[src/rtl/conv_enc_frame.sv]
`default_nettype none
// +--------------------------------------------------------------------------+
// | conv_enc_frame                                                           |
// | Framed rate-1/2 K=3 (7/5) convolutional encoder with per-frame trellis   |
// | termination, optional zero tail and frame-start strobe.                  |
// | Revision: 1.0                                                            |
// +--------------------------------------------------------------------------+
module conv_enc_frame #(
    parameter int FRAME_LEN = 31,
    parameter int TAIL_BITS = 0,
    parameter int CNT_W     = 5
) (
    input  logic             clk,
    input  logic             reset,
    input  logic             trigger_encode,
    input  logic             data_in,
    input  logic             data_valid,
    output logic             data_ready,
    output logic [1:0]       conv_out,
    output logic             conv_valid,
    output logic             frame_start,
    output logic [CNT_W-1:0] frame_count
);

    localparam logic [1:0] c_S_IDLE = 2'd0;
    localparam logic [1:0] c_S_DATA = 2'd1;
    localparam logic [1:0] c_S_TAIL = 2'd2;

    localparam logic [CNT_W-1:0] c_POS_LAST      = CNT_W'(FRAME_LEN - 1);
    localparam logic [CNT_W-1:0] c_POS_DATA_LAST = CNT_W'(FRAME_LEN - TAIL_BITS - 1);
    localparam logic [CNT_W-1:0] c_POS_ONE       = CNT_W'(1);
    localparam bit               c_HAS_TAIL      = (TAIL_BITS > 0);

    logic [1:0]       r_state;
    logic [1:0]       r_s;
    logic [CNT_W-1:0] r_pos;
    logic [1:0]       r_conv_out;
    logic             r_conv_valid;
    logic             r_frame_start;
    logic [CNT_W-1:0] r_frame_count;

    logic [1:0]       w_state_nxt;
    logic [1:0]       w_s_nxt;
    logic [CNT_W-1:0] w_pos_nxt;
    logic             w_step;
    logic             w_u;
    logic             w_ready;
    logic [1:0]       w_pair;

    always_comb begin
        w_state_nxt = r_state;
        w_s_nxt     = r_s;
        w_pos_nxt   = r_pos;
        w_step      = 1'b0;
        w_u         = 1'b0;
        w_ready     = 1'b0;

        case (r_state)
            c_S_IDLE: begin
                if (trigger_encode) begin
                    w_state_nxt = c_S_DATA;
                    w_s_nxt     = 2'b00;
                    w_pos_nxt   = '0;
                end
            end
            c_S_DATA: begin
                w_ready = trigger_encode;
                w_u     = data_in;
                w_step  = trigger_encode & data_valid;
            end
            c_S_TAIL: begin
                w_step = trigger_encode;
            end
            default: begin
                w_state_nxt = c_S_IDLE;
            end
        endcase

        w_pair = {w_u ^ r_s[0], w_u ^ r_s[1] ^ r_s[0]};

        // Dropping the trigger abandons the frame; no step is taken that cycle.
        if (r_state != c_S_IDLE && !trigger_encode) begin
            w_state_nxt = c_S_IDLE;
            w_s_nxt     = 2'b00;
            w_pos_nxt   = '0;
        end else if (w_step) begin
            if (r_pos == c_POS_LAST) begin
                // Frame boundary: the next frame starts from trellis state 0.
                w_state_nxt = c_S_DATA;
                w_s_nxt     = 2'b00;
                w_pos_nxt   = '0;
            end else begin
                w_s_nxt   = {w_u, r_s[1]};
                w_pos_nxt = r_pos + c_POS_ONE;
                if (c_HAS_TAIL && r_pos == c_POS_DATA_LAST) begin
                    w_state_nxt = c_S_TAIL;
                end
            end
        end
    end

    always_ff @(posedge clk or posedge reset) begin
        if (reset) begin
            r_state       <= c_S_IDLE;
            r_s           <= 2'b00;
            r_pos         <= '0;
            r_conv_out    <= 2'b00;
            r_conv_valid  <= 1'b0;
            r_frame_start <= 1'b0;
            r_frame_count <= '0;
        end else begin
            r_state       <= w_state_nxt;
            r_s           <= w_s_nxt;
            r_pos         <= w_pos_nxt;
            r_conv_valid  <= w_step;
            r_frame_start <= w_step && (r_pos == '0);
            if (w_step) begin
                r_conv_out    <= w_pair;
                r_frame_count <= r_pos;
            end
        end
    end

    assign data_ready  = w_ready;
    assign conv_out    = r_conv_out;
    assign conv_valid  = r_conv_valid;
    assign frame_start = r_frame_start;
    assign frame_count = r_frame_count;

endmodule
`default_nettype wire

[config.mk]
export PLATFORM = sky130hd
export DESIGN_NAME = conv_enc_frame
export DESIGN_NICKNAME = d
export VERILOG_FILES = /design/src/rtl/conv_enc_frame.sv
export SDC_FILE = /design/constraint.sdc
export NUM_CORES = 1
export LEC_CHECK = 0
export ABC_AREA = 0
export CAP_MARGIN = 20
export CORE_ASPECT_RATIO = 1.2
export CORE_MARGIN = 5
export CORE_UTILIZATION = 49
export CTS_BUF_LIST = sky130_fd_sc_hd__clkbuf_8
export DETAILED_ROUTE_END_ITERATION = 6
export PLACE_DENSITY = 0.77
export SETUP_SLACK_MARGIN = 0.15
export SLEW_MARGIN = 0
export SYNTH_ARGS = -nofsm -noshare
export SYNTH_HDL_FRONTEND = slang
export SYNTH_SLANG_ARGS = --single-unit
[constraint.sdc]
create_clock -name clk -period 1.5 [get_ports clk]
set_input_delay 0.3 -clock clk [delete_from_list [all_inputs] [get_ports clk]]
set_output_delay 0.3 -clock clk [all_outputs]
set_load 0.02 [all_outputs]
==> run_results.csv <==
group,metric,value,unit
outcome,status,"complete, but fails checks",
outcome,violations,"setup timing",
die,ios,15,
yosys,syn_nets,95,
pwr,intPower,1.21,mW
timing,finalHoldViolations,0,
yosys,synth_warnings,0,
clocking,clock_latency,0.25,ns
routing,final_antenna_net_count,0,
setup_path,critPathRequiredTime,1.64,ns
clocking,clk_pin_slew,0.07,ns
pwr,p_clk_share,21.4,%
finish,final_nets,132,
yosys,syn_area,972,um^2
timing,fmax,643,MHz
finish,final_common_cell,"dfrtp_1",
yosys,avgSynthCellArea,11.6,um^2
clocking,clockBufferDepth,2,
pwr,p_sw,638,uW
routing,remaining_drc_errors,0,
timing,fin_crit_sh,104,%
finish,fin_area,1400,um^2
timing,worst_pin_slew,0.239,ns
yosys,ys_seq_elements,18,
setup_path,worstPathArrival,1.70,ns
timing,finalMaxSlewViolations,0,
global_route,grt_pass1_wl,3690,um
place,pre_cts_ws,-0.292,ns
place,port_buffers,14,
pwr,p_sw_share,34.5,%
global_route,grt.total_usage,16.3,%
timing,setup_slack,-0.0541,ns
setup_path,slowest_stage,"dfrtp_1",
timing,post-route-min-period,1.55,ns
finish,final_cells,139,
finish,fin_util,74.7,%
timing,rsz0062_at_grt,"true",
clocking,cts_tree,"yes",
yosys,synth-seq-area-share,46.3,%
timing,finalSetupViolations,6,
yosys,synthCells,84,
place,place.gp.congestion,0.763,
timing,hold_ws,0.353,ns
global_route,grt_overflow,0,
die,fp.dieH,58.8,um
global_route,grt_pass1_vias,853,
global_route,grt_max_degree,19,
pwr,pwr-share-comb,45.6,%
place,dp_hpwl,1480,um
finish,mostFrequentLayoutCells,"dfrtp_1 (17), buf_4 (16), dlygate4sd2_1 (9), o211ai_1 (7)",
global_route,antenna_found_initial,0,
die,core-area,1870,um^2
yosys,synth_top_area_share,46.3,%
clocking,clock-root-buffer,"clkbuf_8",
pwr,power.density,1320,nW/um^2
finish,drive_gt1_share,36.7,%
yosys,synth.top_cells.by_area,"dfrtp_1 (46%), ha_1 (7.7%), mux2_4 (7.7%), o211ai_1 (5.4%), o21ai_0 (2.6%)",
die,rows,17,
finish,diodes,0,
setup_path,path_class,"reg2reg",
flow_run,maxCapViolations,0,
routing,first_pass_iters,4,
clocking,htreeDepth,1,
clocking,numCtsBuffers,3,
yosys,ys_types,30,
die,die-area,2980,um^2
pwr,cellLeakagePower,0.673,nW
setup_path,cp_max_fo,5,
die,initial_utilization,51.9,%
timing,finClkSkew,0.00247,ns
routing,drt_iter0_markers,18,
routing,vias,797,
routing,wl,2150,um
yosys,yosys.area.top_type,"dfrtp_1",
setup_path,path_cells,"inv_2 > buf_6 > ha_4 > nand2_4 > nor2_4 > buf_4 > mux2_2",
setup_path,max_stage_delay,0.36,ns
routing,via_per_inst,5.73,
setup_path,crit_path_end_kind,"flip-flop",
worst_hold_path,hp-class,"in2async",
pwr,ir_drop,838,uV
pwr,seqPwrFrac,33.1,%
routing,routedWlPerCell,15.5,um
place,placed_area,1240,um^2
clocking,clock-sinks,18,
place,place_inst,128,
setup_path,crit_path_start_kind,"flip-flop",
die,die_x,50.7,um
timing,relSlewSlack,84.1,%
finish,fill_cells,138,
finish,area_growth,43.9,%
clocking,holdBufCountCts,0,
-- sequential cells by signal, summed over array words and instances, names as in the netlist --
register / count
r_pos: 5
frame_start: 1
r_state: 2
conv_valid: 1
r_s: 2
conv_out: 2
frame_count: 5
-- worst max-delay path, delay by kind of cell, from the launching register on --
kind | cells | cell delay (ns)
flops | 1 | 0.36
buf+inv | 3 | 0.31
mux | 1 | 0.32
simple gates | 2 | 0.17
fa+ha+maj | 1 | 0.27
-- cell families (layout without fill, tap and decap cells) --
| logic type | after synthesis | in the layout | synth area share, % |
|---|---|---|---|
| AND/OR/NAND/NOR | 25 | 25 | 14.8 |
| AO/OA/AOI/OAI | 18 | 18 | 13.1 |
| flip-flops | 18 | 18 | 46.3 |
| multiplexers | 7 | 7 | 9.91 |
| buffers and inverters | 7 | 43 | 3.86 |
| adder cells (fa/ha/maj) | 6 | 6 | 7.72 |
| XOR/XNOR | 3 | 3 | 4.25 |
-- synth_stat cells --
library cell / number
a21o_1: 1
a21oi_1: 2
a21oi_4: 1
and2_1: 2
and4b_1: 1
buf_4: 1
buf_6: 1
dfrtp_1: 18
ha_1: 6
inv_1: 5
mux2_2: 1
mux2_4: 5
mux2i_1: 1
nand2_1: 6
nand2_4: 1
nand2b_1: 1
nand3_1: 4
nand4_1: 3
nand4b_1: 1
nor2_1: 2
nor2_2: 1
nor3_1: 1
o211ai_1: 7
o21ai_0: 5
o22a_1: 1
o31ai_1: 1
or4_1: 2
xnor2_1: 1
xor2_1: 1
xor3_1: 1
-- metrics by stage --
stage / TNS [ns] / power, mW
after CTS: -0.244 / 1.85
after global routing: -0.757 / 1.96
after global placement: -2.15 / 1.34
final: -0.282 / 1.85
after detailed placement: -2.60 / 1.36
after floorplan: 0 / 1.06
-- final timing paths --
kind | depth (start not counted) | slack, ns | start | to
min | 3 | 0.35 | reset | r_s[0]$_DFFE_PP0P_
max reg2reg | 7 | -0.05 | r_state[1]$_DFF_PP0_ | frame_count[3]$_DFFE_PP0P_
max in group asynchronous | 3 | 0.94 | reset | r_pos[0]$_DFFE_PP0P_
min reg2reg | 1 | 0.50 | conv_out[1]$_DFFE_PP0P_ | conv_out[1]$_DFFE_PP0P_
min in group clk | 1 | 0.50 | conv_out[1]$_DFFE_PP0P_ | conv_out[1]$_DFFE_PP0P_
max | 7 | -0.05 | r_state[1]$_DFF_PP0_ | frame_count[3]$_DFFE_PP0P_
-- power groups by stage --
stage	combinational [mW]	clock, mW	sequential, mW
after floorplan	0.394	0	0.667
after global placement	0.717	0	0.620
after detailed placement	0.734	0	0.622
after CTS	0.836	0.405	0.610
after global routing	0.910	0.422	0.627
final	0.843	0.395	0.612
-- area by class of cell --
cell class                      count  area, um^2  share of cell area (%)
Timing Repair Buffer               34         295                    21.1
Inverter                            5        18.8                    1.34
Clock buffer                        4        55.1                    3.94
Sequential cell                    18         452                    32.3
Multi-Input combinational cell     59         554                    39.6
Tap cell                           19        23.8                    1.70
-- repair_timing --
item                                    4_1_cts  5_1_grt
pin swaps                                    12        4
setup buffers                                 7        0
gates resized for setup                      31        1
endpoints found under the setup margin       27       18
-- per-layer routing --
layer,wire [um],global-route usage [%],vias up
li1,-,-,378
met1,897,18.3,390
met2,1090,28.7,23
met3,117,2.78,6
met4,47,8.76,0
met5,0,0,-
No activity file was read; power rests on OpenSTA's default activity.
